$ cat src/rtl/mul_div_unit.sv
// mul_div_unit: iterative RV32M multiply/divide unit.
// Multiply is radix-2 shift-add and divide is radix-2 restoring division.
// Both work on operand magnitudes, and the sign is fixed up when the state
// machine enters DONE. Divide-by-zero and signed overflow bypass CALC.
// Handshake: start is sampled only in IDLE. stall_req holds the upstream
// segment registers until the DONE cycle. done is a one-cycle pulse, and
// result holds its value until the next DONE entry.
module mul_div_unit (
  input  logic        clk,
  input  logic        rst,
  input  logic        start,
  input  logic [2:0]  op,
  input  logic [31:0] a,
  input  logic [31:0] b,
  input  logic        flush,
  output logic        stall_req,
  output logic        busy,
  output logic        done,
  output logic [31:0] result
);

  typedef enum logic [1:0] {S_IDLE, S_CALC, S_DONE} state_t;

  state_t      state_q, state_d;
  logic [5:0]  cnt_q, cnt_d;
  logic [2:0]  op_q, op_d;
  logic [63:0] acc_q, acc_d;    // mul: {partial, multiplier}; div: {remainder, quotient}
  logic [31:0] opnd_q, opnd_d;  // multiplicand magnitude or divisor magnitude
  logic        neg_q, neg_d;
  logic [31:0] result_q, result_d;
  logic        done_q, done_d;

  // Operand decode at the IDLE capture point
  logic        a_signed, b_signed, a_neg, b_neg, div_zero, div_ovf, sign_in;
  logic [31:0] a_mag, b_mag;

  // One iteration of the datapath and the sign-corrected final value
  logic [32:0] mul_sum, div_upper, div_diff;
  logic [63:0] mul_next, div_next, step_next, prod_fix;
  logic [31:0] field, field_fix, final_val;

  // Decode signedness, magnitudes, result sign and fast-path conditions
  always_comb begin
    a_signed = (op == 3'b000) | (op == 3'b001) | (op == 3'b010) |
               (op == 3'b100) | (op == 3'b110);
    b_signed = (op == 3'b000) | (op == 3'b001) | (op == 3'b100) | (op == 3'b110);
    a_neg    = a_signed & a[31];
    b_neg    = b_signed & b[31];
    a_mag    = a_neg ? (32'd0 - a) : a;
    b_mag    = b_neg ? (32'd0 - b) : b;
    div_zero = op[2] & (b == 32'd0);
    div_ovf  = op[2] & ~op[0] & (a == 32'h8000_0000) & (b == 32'hFFFF_FFFF);
    // Remainder follows the dividend; everything else is sign(a) ^ sign(b)
    sign_in  = (op[2] & op[1]) ? a_neg : (a_neg ^ b_neg);
  end

  // One shift-add or restoring-divide step, plus sign correction of its output
  always_comb begin
    mul_sum   = {1'b0, acc_q[63:32]} + {1'b0, (acc_q[0] ? opnd_q : 32'd0)};
    mul_next  = {mul_sum, acc_q[31:1]};
    div_upper = acc_q[63:31];
    div_diff  = div_upper - {1'b0, opnd_q};
    div_next  = div_diff[32] ? {acc_q[62:0], 1'b0}
                             : {div_diff[31:0], acc_q[30:0], 1'b1};
    step_next = op_q[2] ? div_next : mul_next;
    prod_fix  = neg_q ? (64'd0 - step_next) : step_next;
    field     = op_q[1] ? step_next[63:32] : step_next[31:0];
    field_fix = neg_q ? (32'd0 - field) : field;
    if (op_q[2])               final_val = field_fix;
    else if (op_q[1:0] == 2'b00) final_val = prod_fix[31:0];
    else                       final_val = prod_fix[63:32];
  end

  // Next-state logic: IDLE capture, CALC iteration, DONE pulse, flush override
  always_comb begin
    state_d  = state_q;
    cnt_d    = cnt_q;
    op_d     = op_q;
    acc_d    = acc_q;
    opnd_d   = opnd_q;
    neg_d    = neg_q;
    result_d = result_q;
    done_d   = 1'b0;
    case (state_q)
      S_IDLE: begin
        if (start) begin
          op_d  = op;
          neg_d = sign_in;
          cnt_d = 6'd0;
          if (div_zero) begin
            result_d = op[1] ? a : 32'hFFFF_FFFF;
            state_d  = S_DONE;
            done_d   = 1'b1;
          end else if (div_ovf) begin
            result_d = op[1] ? 32'd0 : 32'h8000_0000;
            state_d  = S_DONE;
            done_d   = 1'b1;
          end else begin
            acc_d   = op[2] ? {32'd0, a_mag} : {32'd0, b_mag};
            opnd_d  = op[2] ? b_mag : a_mag;
            state_d = S_CALC;
          end
        end
      end
      S_CALC: begin
        acc_d = step_next;
        cnt_d = cnt_q + 6'd1;
        if (cnt_q == 6'd31) begin
          result_d = final_val;
          state_d  = S_DONE;
          done_d   = 1'b1;
        end
      end
      S_DONE:  state_d = S_IDLE;
      default: state_d = S_IDLE;
    endcase
    if (flush) begin
      state_d  = S_IDLE;
      cnt_d    = 6'd0;
      result_d = result_q;
      done_d   = 1'b0;
    end
  end

  // State and datapath registers
  always_ff @(posedge clk or posedge rst) begin
    if (rst) begin
      state_q  <= S_IDLE;
      cnt_q    <= 6'd0;
      op_q     <= 3'd0;
      acc_q    <= 64'd0;
      opnd_q   <= 32'd0;
      neg_q    <= 1'b0;
      result_q <= 32'd0;
      done_q   <= 1'b0;
    end else begin
      state_q  <= state_d;
      cnt_q    <= cnt_d;
      op_q     <= op_d;
      acc_q    <= acc_d;
      opnd_q   <= opnd_d;
      neg_q    <= neg_d;
      result_q <= result_d;
      done_q   <= done_d;
    end
  end

  assign busy      = (state_q == S_CALC);
  assign stall_req = ~rst & (((state_q == S_IDLE) & start & ~flush) | busy);
  assign done      = done_q;
  assign result    = result_q;

endmodule

$ cat config.mk
export PLATFORM = sky130hd
export DESIGN_NAME = mul_div_unit
export DESIGN_NICKNAME = d
export VERILOG_FILES = /design/src/rtl/mul_div_unit.sv
export SDC_FILE = /design/constraint.sdc
export NUM_CORES = 1
export LEC_CHECK = 0
export BUFFER_PORTS_ARGS = -buffer_cell sky130_fd_sc_hd__buf_2
export CAP_MARGIN = 20
export CORE_ASPECT_RATIO = 2
export CORE_MARGIN = 2
export CORE_UTILIZATION = 55
export DETAILED_ROUTE_END_ITERATION = 7
export GPL_TIMING_DRIVEN = 0
export HOLD_SLACK_MARGIN = 0.15
export PLACE_DENSITY = 0.84
export SLEW_MARGIN = 10
export SYNTH_ARGS = -nofsm -noshare
export SYNTH_HDL_FRONTEND = slang
export SYNTH_SLANG_ARGS = --single-unit
$ cat constraint.sdc
create_clock -name clk -period 8.6 [get_ports clk]
set_input_delay 1.29 -clock clk [delete_from_list [all_inputs] [get_ports clk]]
set_output_delay 1.29 -clock clk [all_outputs]
set_load 0.02 [all_outputs]
==> summary.md, run 1 <==
| Metric | Value |
|---|---|
| Number of buffers created by CTS | 17 |
| Share of synthesized area spent on multiplexers | between 4 and 5% |
| Global-route wire length before repair | ~170 mm |
| Largest net degree at the start of global routing | 74 |
| Post-CTS setup buffers | 0 |
| Error | [ERROR GRT-0116] Global routing finished with congestion. Check the congestion regions in the DRC Viewer. |
| Overall die width | 130 microns |
| Number of ports placed on the die boundary | about 110 |
| Root buffer cell | sky130_fd_sc_hd__clkbuf_16 |
| Main combinational cell family by area after synthesis | compound AO/OA/AOI/OAI gates |
| Proportion of synthesized chip area in sequential cells | between 20% and 30% |
| Run status | stopped before the end |
| Global routing usage summed across all routing layers | between 60 and 70% |
| Last stage reached | 5_1_grt |
| Flop and latch count out of synthesis | 141 |
| Share of the synthesized netlist area taken by xor and xnor gates | ~7.4% |
| Max H-tree Level | 4 |
| Total gr overflow | 231 |
| # hold bufs at CTS | 0 |
| Quantity of gates resized following cts | 1 |
| Mapped Cells | approximately 2400 |
| RD Place Congestion | approximately 1.2 |
| EDFF count, synth | 0 |
| Proportion of synthesized flip-flops having asynchronous set or reset | between 90% and 100% |
| Clock Sinks | 141 |
| Starting density of the core | 55.7% |
| Complex-gate fraction of the synthesized area | between 30% and 40% |
| Worst-case clock buffer depth | 2 |
| Placed wire-length estimate after detailed placement | around 80 mm |
| Count of different cell masters after synthesis | 105 |
| Share of synthesized cell area in and, or, nand and nor gates | approximately a quarter |
| Post-synth top flop | sky130_fd_sc_hd__dfrtp_1 |
| Vias in the first global route | ~24000 |
| Post-Syn Area | 17500 sq um |
| Synthesized net count | approximately 2600 |
| Number of placement rows | 92 |
| Area share of fa/ha/maj cells after synthesis | around 5.2% |
| Die extent in y | between 200 and 300 microns |
| Number of port buffers | 102 |
| Warnings from Yosys | 0 |
| Average footprint of a synthesized cell | 7.18 sq um |
-- synthesized netlist by cell type, types with 42 or more instances --
master	count	area share, %
sky130_fd_sc_hd__nand2_1	261	5.6
sky130_fd_sc_hd__nor2_1	255	5.5
sky130_fd_sc_hd__a21oi_1	213	6.1
sky130_fd_sc_hd__o21ai_0	213	6.1
sky130_fd_sc_hd__dfrtp_1	141	20
sky130_fd_sc_hd__clkbuf_1	102	2.2
sky130_fd_sc_hd__nor3_1	84	2.4
sky130_fd_sc_hd__xor2_1	78	3.9
sky130_fd_sc_hd__ha_1	70	5.0
sky130_fd_sc_hd__inv_1	70	1.5
sky130_fd_sc_hd__nand3_1	69	2.0
sky130_fd_sc_hd__xnor2_1	69	3.5
sky130_fd_sc_hd__a31oi_1	53	1.9
sky130_fd_sc_hd__and2_1	46	1.6
sky130_fd_sc_hd__mux2i_1	42	2.4
-- through the flow --
step	hold slack, ns	std cells	setup slack (ns)	cell area, sq um
floorplan	0.463	2437	2.86	17500
global placement	0.466	2962	-0.133	18500
detailed placement	0.469	2965	-0.215	18600
CTS	0.486	2997	0.102	19200
-- cells by family after synthesis --
kind of cell,count (synthesis)
adder cells (fa/ha/maj),72
multiplexers,67
AND/OR/NAND/NOR,924
buffers and inverters,231
AO/OA/AOI/OAI,855
XOR/XNOR,147
flip-flops,141
-- metal layers --
layer  GRT overflow  GRT usage, %
met1              5          69.1
met2            135          91.3
met3              1          42.1
met4             90          70.3
met5              0          2.01
==> inputs of run 2 (changes only) <==
--- a/config.mk
+++ b/config.mk
@@ -7,13 +7,11 @@
 export LEC_CHECK = 0
 export BUFFER_PORTS_ARGS = -buffer_cell sky130_fd_sc_hd__buf_2
 export CAP_MARGIN = 20
-export CORE_ASPECT_RATIO = 2
 export CORE_MARGIN = 2
-export CORE_UTILIZATION = 55
+export CORE_UTILIZATION = 40
 export DETAILED_ROUTE_END_ITERATION = 7
 export GPL_TIMING_DRIVEN = 0
-export HOLD_SLACK_MARGIN = 0.15
-export PLACE_DENSITY = 0.84
+export PLACE_DENSITY_LB_ADDON = 0.15
 export SLEW_MARGIN = 10
 export SYNTH_ARGS = -nofsm -noshare
 export SYNTH_HDL_FRONTEND = slang
==> run 2 against run 1 <==
  * The run now ends clean
  * Synthesized cell count is the same
  * Synthesized area unchanged
==> summary.md, run 2 <==
| Metric | Value |
|---|---|
| Largest net degree at the start of global routing | 98 |
| Flip-flop count of the largest register after layout | 64 |
| Share of the synthesized netlist area taken by xor and xnor gates | between 7 and 8% |
| Placed wire-length estimate after detailed placement | approximately 77 mm |
| Number of antenna violations at the first check in global routing | 1 |
| Leakage | around 8 nW |
| Startpoint kind of the worst setup timing path | flip-flop |
| Most common cell after layout, fill and taps aside | sky130_fd_sc_hd__nand2_1 |
| Main combinational cell family by area after synthesis | compound AO/OA/AOI/OAI gates |
| Number of placement rows | between 70 and 80 |
| Drt wl/cell | 29.8 microns |
| Layer carrying the most global-route usage | met2 |
| Setup slack after placement | between 0.8 and 0.9 ns |
| Source-to-sink clock delay at the later pin of the worst-skew pair | about 0.50 ns |
| Proportion of synthesized flip-flops having asynchronous set or reset | 100% |
| Layout overhead on the synthesized area | 11.1% |
| Die extent in y | 213 microns |
| Complex-gate fraction of the synthesized area | approximately a third |
| Number of port buffers | ~100 |
| Layout cells sized above 1 | around a tenth |
| Setup Crit Path Kind | flip-flop to flip-flop |
| Worst-case clock buffer depth | 2 |
| Endpoint of the most critical register-to-register path | result[30] |
| Global-route wire length before repair | about 130 mm |
| Class of the tightest hold or removal check | flip-flop to flip-flop |
| Met1 demand-to-capacity share in global routing | a little over half |
| Met2 usage | about three fifths |
| Critical path fanouts, max | 9 |
| Origin of the worst min-delay path | result[8] |
| Post-CTS setup buffers | 0 |
| Count of endpoints failing hold in the final timing report | 0 |
| Tcrit/Tclk final | approximately 92% |
| Worst endpoint data arrival time | ~8.3 ns |
| Starting density of the core | approximately 41% |
| Average footprint of a synthesized cell | 7.18 sq um |
| Cell types with the largest area share after synthesis | sky130_fd_sc_hd__dfrtp_1 (20%), sky130_fd_sc_hd__a21oi_1 (6.1%), sky130_fd_sc_hd__o21ai_0 (6.1%) |
| Worst relative slew slack | between 10% and 20% |
| Vias in the first global route | around 20000 |
| Slack of the critical path | 0.696 ns |
| Global routing usage summed across all routing layers | around two fifths |
| Count of cells along the worst hold path | 2 |
| Post-Syn Area | ~18000 sq um |
| Worst IR Drop VDD | 0.000161 V |
| Tightest Pin Transition | approximately 1.3 ns |
| Clock edge transition at the registers on the reported setup and hold paths | ~0.080 ns |
| Max Cap Violations | 0 |
| Power density over the cells | between 200 and 300 nW/um^2 |
| Terminating pin of the worst hold path | result[8] |
| Warnings from Yosys | 0 |
| Flop and latch count out of synthesis | between 100 and 150 |
| Number of buffers created by CTS | 17 |
| Number of nets in the final layout | around 2700 |
| Unrepaired setup endpoints after global routing | false |
| Vias after detailed routing | between 20000 and 25000 |
| Finish-stage setup viols | 0 |
| Dominant cell by count in the synthesized netlist | sky130_fd_sc_hd__nand2_1 |
| Commonest non-fill, non-tap cells in the layout | sky130_fd_sc_hd__nand2_1 (261), sky130_fd_sc_hd__nor2_1 (255), sky130_fd_sc_hd__a21oi_1 (213), sky130_fd_sc_hd__o21ai_0 (213), sky130_fd_sc_hd__dfrtp_1 (141) |
| Vias per cell | approximately 6.7 |
| R2R Path Start | acc_q[31] |
| Number of ports placed on the die boundary | roughly 110 |
| Count of placed standard cells in the final layout, fillers left out | about 3200 |
| Proportion of synthesized chip area in sequential cells | between 20% and 30% |
| Clock Sinks | 141 |
| Largest area contributor in the netlist | sky130_fd_sc_hd__dfrtp_1 |
| Routed Wire Length | ~94 mm |
| Worst R2R Setup Slack | 0.70 ns |
| Run status | complete, no violations |
| EDFF count, synth | 0 |
| Final TNS setup | 0 ns |
| RD Place Congestion | between 1 and 1.5 |
| Global-route met3 utilization | about 11% |
| Root buffer cell | sky130_fd_sc_hd__clkbuf_16 |
| Die Area | 45500 sq um |
| Core region area | approximately 43000 sq um |
| Cell Count Post-Placement | about 3100 |
| 1st-iter DRT viols | approximately 3000 |
| Clock tree skew after final layout | around 0.016 ns |
| Clock tree from TritonCTS | built |
| Hold Worst Slack | between 0.4 and 0.5 ns |
| Ranking of synthesized cells by instance count | sky130_fd_sc_hd__nand2_1 (261), sky130_fd_sc_hd__nor2_1 (255), sky130_fd_sc_hd__a21oi_1 (213), sky130_fd_sc_hd__o21ai_0 (213), sky130_fd_sc_hd__dfrtp_1 (141) |
| Post-synth top area share | between 20% and 30% |
| Total gr overflow | 0 |
| Area share of fa/ha/maj cells after synthesis | 5.23% |
| Total iterations of the first detailed-routing run | 6 |
| DRC errors left | 0 |
| Number of routed nets with antenna violations | 0 |
| Shortest clock period the worst path allows after layout | roughly 7.9 ns |
| Share of synthesized area spent on multiplexers | roughly 4.0% |
| Overall die width | between 200 and 250 microns |
| Synthesized net count | roughly 2600 |
| Worst-case reg-to-reg path depth | 25 |
| Highest Clock Rate | 127 MHz |
| Top register by number of flip-flops | acc_q |
| Share of synthesized cell area in and, or, nand and nor gates | between 20% and 30% |
| Count of different cell masters after synthesis | roughly 110 |
| Final Util | a little under half |
| Max H-tree Level | 4 |
| Post-synth top flop | sky130_fd_sc_hd__dfrtp_1 |
| Mapped Cells | 2437 |
| Final-report max-slew violation count | 0 |
| Critical Path Sink Type | flip-flop |
| Worst EP required | between 8 and 9 ns |
-- run 2: cell counts after synthesis --
No cell type changed its count.
-- run 2: stage by stage --
stage               area [sq um]  total power (W)
finish                     19400          0.00519
detailed placement         18800          0.00423
CTS                        19400          0.00503
floorplan                  17500          0.00305
global route               19400          0.00540
global placement           18700          0.00419
-- run 2: what timing repair did --
| item | 4_1_cts | 5_1_grt |
|---|---|---|
| endpoints found under the hold margin | 0 | 0 |
| hold buffers | 0 | 0 |
| setup endpoints to repair | 0 | 3 |
| resized for setup | 0 | 1 |
-- run 2: kinds of logic (layout without fill, tap and decap cells) --
group                    count (synthesis)  in the layout
AO/OA/AOI/OAI                          855            855
XOR/XNOR                               147            147
adder cells (fa/ha/maj)                 72             72
buffers and inverters                  231            370
flip-flops                             141            141
multiplexers                            67             67
other                                    0              1
AND/OR/NAND/NOR                        924            924
-- run 2: final cells by class --
type                    count  area [sq um]
plain buffers             158           672
fillers                  4572         23700
diodes                      1          2.50
multi-input cells        2065         13100
clock buffers              17           425
well taps                 585           732
inverters                  73           282
repair buffers            107           561
flip-flops and latches    141          3530
clock inverters            15           189
-- run 2: worst max-delay path by stage --
stage	endpoint	startpoint	depth (start not counted)	slack, ns
after floorplan	result[30]	acc_q[53]	26	2.86
after global placement	result[30]	acc_q[31]	25	0.72
after detailed placement	result[30]	acc_q[31]	25	0.83
after CTS	result[30]	acc_q[31]	25	0.79
after global routing	result[30]	acc_q[37]	26	0.24
final	result[30]	acc_q[31]	25	0.70
-- run 2: per-layer routing --
layer  vias up  wire, microns
li1       9308              -
met1     10400          38100
met2      1316          39900
met3       245          10900
met4         2           5230
met5         -            115
-- run 2: worst max-delay path, cell delays in order, from the launching register on --
cell,delay (ns)
sky130_fd_sc_hd__dfrtp_1,0.54
sky130_fd_sc_hd__inv_1,0.12
sky130_fd_sc_hd__ha_1,0.19
sky130_fd_sc_hd__inv_1,0.06
sky130_fd_sc_hd__fa_1,0.45
sky130_fd_sc_hd__a211oi_2,0.30
sky130_fd_sc_hd__o211ai_1,0.22
sky130_fd_sc_hd__and4_4,0.22
sky130_fd_sc_hd__o21ai_2,0.40
sky130_fd_sc_hd__a31oi_1,0.35
sky130_fd_sc_hd__nand2_1,0.39
sky130_fd_sc_hd__and2_1,0.41
sky130_fd_sc_hd__ha_1,0.28
sky130_fd_sc_hd__nor3b_1,0.26
sky130_fd_sc_hd__o221ai_1,0.21
sky130_fd_sc_hd__or2_2,0.38
sky130_fd_sc_hd__nor3_2,0.48
sky130_fd_sc_hd__nand3_1,0.35
sky130_fd_sc_hd__nor2_1,0.16
sky130_fd_sc_hd__and3_1,0.16
sky130_fd_sc_hd__clkbuf_1,0.39
sky130_fd_sc_hd__nand3_1,0.34
sky130_fd_sc_hd__or4_1,0.61
sky130_fd_sc_hd__a221oi_1,0.30
sky130_fd_sc_hd__o31a_1,0.18
sky130_fd_sc_hd__nor2_1,0.04
-- run 2: where the power goes --
part	internal, W	leakage, nW	total [W]	switching [W]
combinational	0.00106	5.82	0.00342	0.00236
clock	0.000395	0.299	0.000789	0.000395
sequential	0.000758	1.84	0.000977	0.000219
No activity file was read; power rests on OpenSTA's default activity.
==> inputs of run 3 (changes only) <==
--- a/config.mk
+++ b/config.mk
@@ -5,6 +5,7 @@
 export SDC_FILE = /design/constraint.sdc
 export NUM_CORES = 1
 export LEC_CHECK = 0
+export ABC_AREA = 1
 export BUFFER_PORTS_ARGS = -buffer_cell sky130_fd_sc_hd__buf_2
 export CAP_MARGIN = 20
 export CORE_MARGIN = 2
==> run 3 against run 2 <==
  * Critical path depth rose by 9
  * Cell area rose by 8.5%
  * Core utilization fell by 0.69 points
  * Sequential cell count did not move
  * Die area rose by 9.2%
  * Cell count rose by 32%
  * Global-route usage fell by 1.6 points
  * Critical endpoint unchanged
==> summary.md, run 3 <==
| Metric | Value |
|---|---|
| Run status | complete, no violations |
| Finish-stage setup viols | 0 |
| Post-synth top flop | sky130_fd_sc_hd__dfrtp_1 |
| Worst path max stage delay | ~0.40 ns |
| Source-to-sink clock delay at the later pin of the worst-skew pair | between 0.4 and 0.5 ns |
| Post-CTS setup buffers | 0 |
| Part of the power in combinational logic | 79.8% |
| Top Family by Delay on Critical Path | simple AND/OR/NAND/NOR gates |
| Leakage | 11.2 nW |
| Tcrit/Tclk final | between 60% and 70% |
| Layout overhead on the synthesized area | 10.1% |
| Global routing usage summed across all routing layers | between 30% and 40% |
| Internal power consumption | around 0.0035 W |
| Post-synth top area share | between 20% and 30% |
| Class of the tightest hold or removal check | flip-flop to flip-flop |
| Worst R2R Setup Slack | approximately 2.8 ns |
| Setup slack after placement | roughly 3.0 ns |
| Unrepaired setup endpoints after global routing | false |
| Overall die width | approximately 220 microns |
| Number of placement rows | 80 |
| Net load switching power | ~0.0065 W |
| 1st-iter DRT viols | ~2800 |
| Max H-tree Level | 4 |
| Highest Clock Rate | about 170 MHz |
| Clock edge transition at the registers on the reported setup and hold paths | roughly 0.07 ns |
| Average footprint of a synthesized cell | roughly 5.6 sq um |
| Vias in the first global route | 22000 |
| Commonest non-fill, non-tap cells in the layout | sky130_fd_sc_hd__nand2_1 (1096), sky130_fd_sc_hd__inv_1 (486), sky130_fd_sc_hd__nor2_1 (350) |
| Fraction of power spent switching nets | between 60% and 70% |
| Largest net degree at the start of global routing | about 110 |
| Count of buffer and inverter cells on the critical path | 3 |
| Max Cap Violations | 0 |
| Die extent in y | 223 microns |
| Mapped Cells | roughly 3400 |
| Terminating pin of the worst hold path | result[1] |
| Vias after detailed routing | 23800 |
| Number of ports placed on the die boundary | approximately 110 |
| Quantity of gates resized following cts | 0 |
| Clock Sinks | approximately 140 |
| Worst EP required | about 9 ns |
| Fraction of power consumed by the clock network | around 8.1% |
| Worst-case reg-to-reg path depth | 34 |
| Warnings from Yosys | 0 |
| Count of placed standard cells in the final layout, fillers left out | 4174 |
| Worst relative slew slack | slightly below 30% |
| Tightest Pin Transition | roughly 1.0 ns |
| Critical Path Sink Type | flip-flop |
| DRC errors left | 0 |
| Startpoint kind of the worst setup timing path | flip-flop |
| Proportion of synthesized chip area in sequential cells | 18.4% |
| Ranking of synthesized cells by instance count | sky130_fd_sc_hd__nand2_1 (1096), sky130_fd_sc_hd__inv_1 (487), sky130_fd_sc_hd__nor2_1 (350) |
| Dominant cell by count in the synthesized netlist | sky130_fd_sc_hd__nand2_1 |
| Hold Worst Slack | roughly 0.5 ns |
| RD Place Congestion | 1.05 |
| N_diodes | 0 |
| # hold bufs at CTS | 0 |
| Count of cells along the worst hold path | 2 |
| Most common cell after layout, fill and taps aside | sky130_fd_sc_hd__nand2_1 |
| Worst-case clock buffer depth | 2 |
| EDFF count, synth | 0 |
| Endpoint of the most critical register-to-register path | result[30] |
| Global-route wire length before repair | about 140 mm |
| Cell Count Post-Placement | between 4000 and 5000 |
| Flop and latch count out of synthesis | between 100 and 150 |
| Flip-flop count of the largest register after layout | 64 |
| Starting density of the core | approximately two fifths |
| Fraction of power consumed by sequential logic | about 12% |
| Number of buffers created by CTS | 17 |
| Layout cells sized above 1 | 7.92% |
| Final Util | 44.4% |
| Routed Wire Length | roughly 100 mm |
| CP max-delay cell | sky130_fd_sc_hd__fa_1 |
| Slack of the critical path | about 2.8 ns |
| Core region area | 47500 sq um |
| Final-report max-slew violation count | 0 |
| Count of endpoints failing hold in the final timing report | 0 |
| Number of nets in the final layout | 3690 |
| Drt wl/cell | roughly 24 microns |
| Die Area | a little under 50000 sq um |
| R2R Path Start | acc_q[31] |
| Cell types with the largest area share after synthesis | sky130_fd_sc_hd__nand2_1 (21%), sky130_fd_sc_hd__dfrtp_1 (18%), sky130_fd_sc_hd__inv_1 (9.5%) |
| Power density over the cells | between 400 and 500 nW/um^2 |
| Number of routed nets with antenna violations | 0 |
| Number of antenna violations at the first check in global routing | 3 |
| Top register by number of flip-flops | acc_q |
| Shortest clock period the worst path allows after layout | a little under 6 ns |
| Worst endpoint data arrival time | between 6 and 7 ns |
| Cell with the most instances on the worst path | sky130_fd_sc_hd__nand2_1 |
| Largest area contributor in the netlist | sky130_fd_sc_hd__nand2_1 |
| Total gr overflow | 0 |
| Fillcell total | 5518 |
| Root buffer cell | sky130_fd_sc_hd__clkbuf_16 |
| Vias per cell | approximately 5.7 |
| Critical path fanouts, max | 10 |
| Number of port buffers | around 100 |
| Worst IR Drop VDD | approximately 0.00016 V |
| Final TNS setup | 0 ns |
| Clock tree from TritonCTS | built |
| Synthesized net count | 3564 |
| Post-Syn Area | 19200 sq um |
| Count of different cell masters after synthesis | 58 |
| Proportion of synthesized flip-flops having asynchronous set or reset | 100% |
| Placed wire-length estimate after detailed placement | slightly above 80 mm |
| Origin of the worst min-delay path | result[1] |
| Total iterations of the first detailed-routing run | 6 |
| Clock tree skew after final layout | around 0.017 ns |
| Setup Crit Path Kind | flip-flop to flip-flop |
==> run 3: cell types whose count changed after synthesis, sizes merged, moves of 33 or more <==
cell	change
nor3	-44
nand3	+256
a211oi	-40
inv	+423
a21oi	-51
mux2i	-42
nor2	+113
xnor2	-60
a21o	-33
a31oi	-49
and2	-43
nand2	+873
==> run 3: metal layers <==
layer / track usage (%) / part of all wire [%] / up-vias
met5: 0 / 0.024 / -
met4: 23.6 / 6.5 / 4
met3: 7.93 / 9.4 / 253
met2: 61.3 / 43 / 1249
met1: 50.7 / 41 / 11000
li1: - / - / 11300
==> run 3: power groups by stage <==
stage          clock (W)  combinational (W)  sequential, W
6_report        0.000804            0.00796        0.00121
2_1_floorplan          0            0.00490        0.00119
4_1_cts         0.000803            0.00768        0.00120
3_3_place_gp           0            0.00762        0.00120
5_1_grt         0.000830            0.00855        0.00123
3_5_place_dp           0            0.00764        0.00120
==> run 3: layout make-up <==
cell class | instances | area, sq um | share of cell area (%)
timing repair buffer | 107 | 561 | 2.66
inverter | 499 | 1880 | 8.92
multi-input combinational | 2657 | 13200 | 62.5
sequential | 141 | 3530 | 16.7
clock inverter | 13 | 154 | 0.730
buffer | 124 | 566 | 2.68
clock buffer | 18 | 439 | 2.08
tap | 615 | 769 | 3.65
==> run 3: kinds of logic (layout without fill, tap and decap cells) <==
kind of cell             after synthesis  after routing  synth area share, %
flip-flops                           141            141                 18.4
AO/OA/AOI/OAI                        515            515                 15.4
adder cells (fa/ha/maj)               72             72                 4.78
AND/OR/NAND/NOR                     1974           1974                 44.2
buffers and inverters                623            761                 12.7
XOR/XNOR                              96             96                 4.39
==> run 3: worst max-delay path by stage <==
| stage | from | to | slack, ns | cells past startpoint |
|---|---|---|---|---|
| after floorplan | rst | acc_q[0] | 3.53 | 1 |
| after global placement | rst | opnd_q[24] | 1.54 | 2 |
| after detailed placement | acc_q[31] | result[30] | 2.98 | 34 |
| after CTS | acc_q[31] | result[30] | 2.94 | 34 |
| after global routing | acc_q[31] | result[30] | 2.39 | 34 |
| final | acc_q[31] | result[30] | 2.78 | 34 |
==> run 3: per-stage QoR <==
step / cell area (sq um) / total power (W)
2_1_floorplan: 19200 / 0.00609
6_report: 21100 / 0.00997
3_5_place_dp: 20500 / 0.00885
5_1_grt: 21100 / 0.0106
3_3_place_gp: 20400 / 0.00882
4_1_cts: 21100 / 0.00968
==> run 3: tightest hold or removal path: cells and delay by family, from the launching register on <==
kind / cells / cell delay (ns)
and+or+nand+nor: 2 / 0.12
DFF: 1 / 0.35
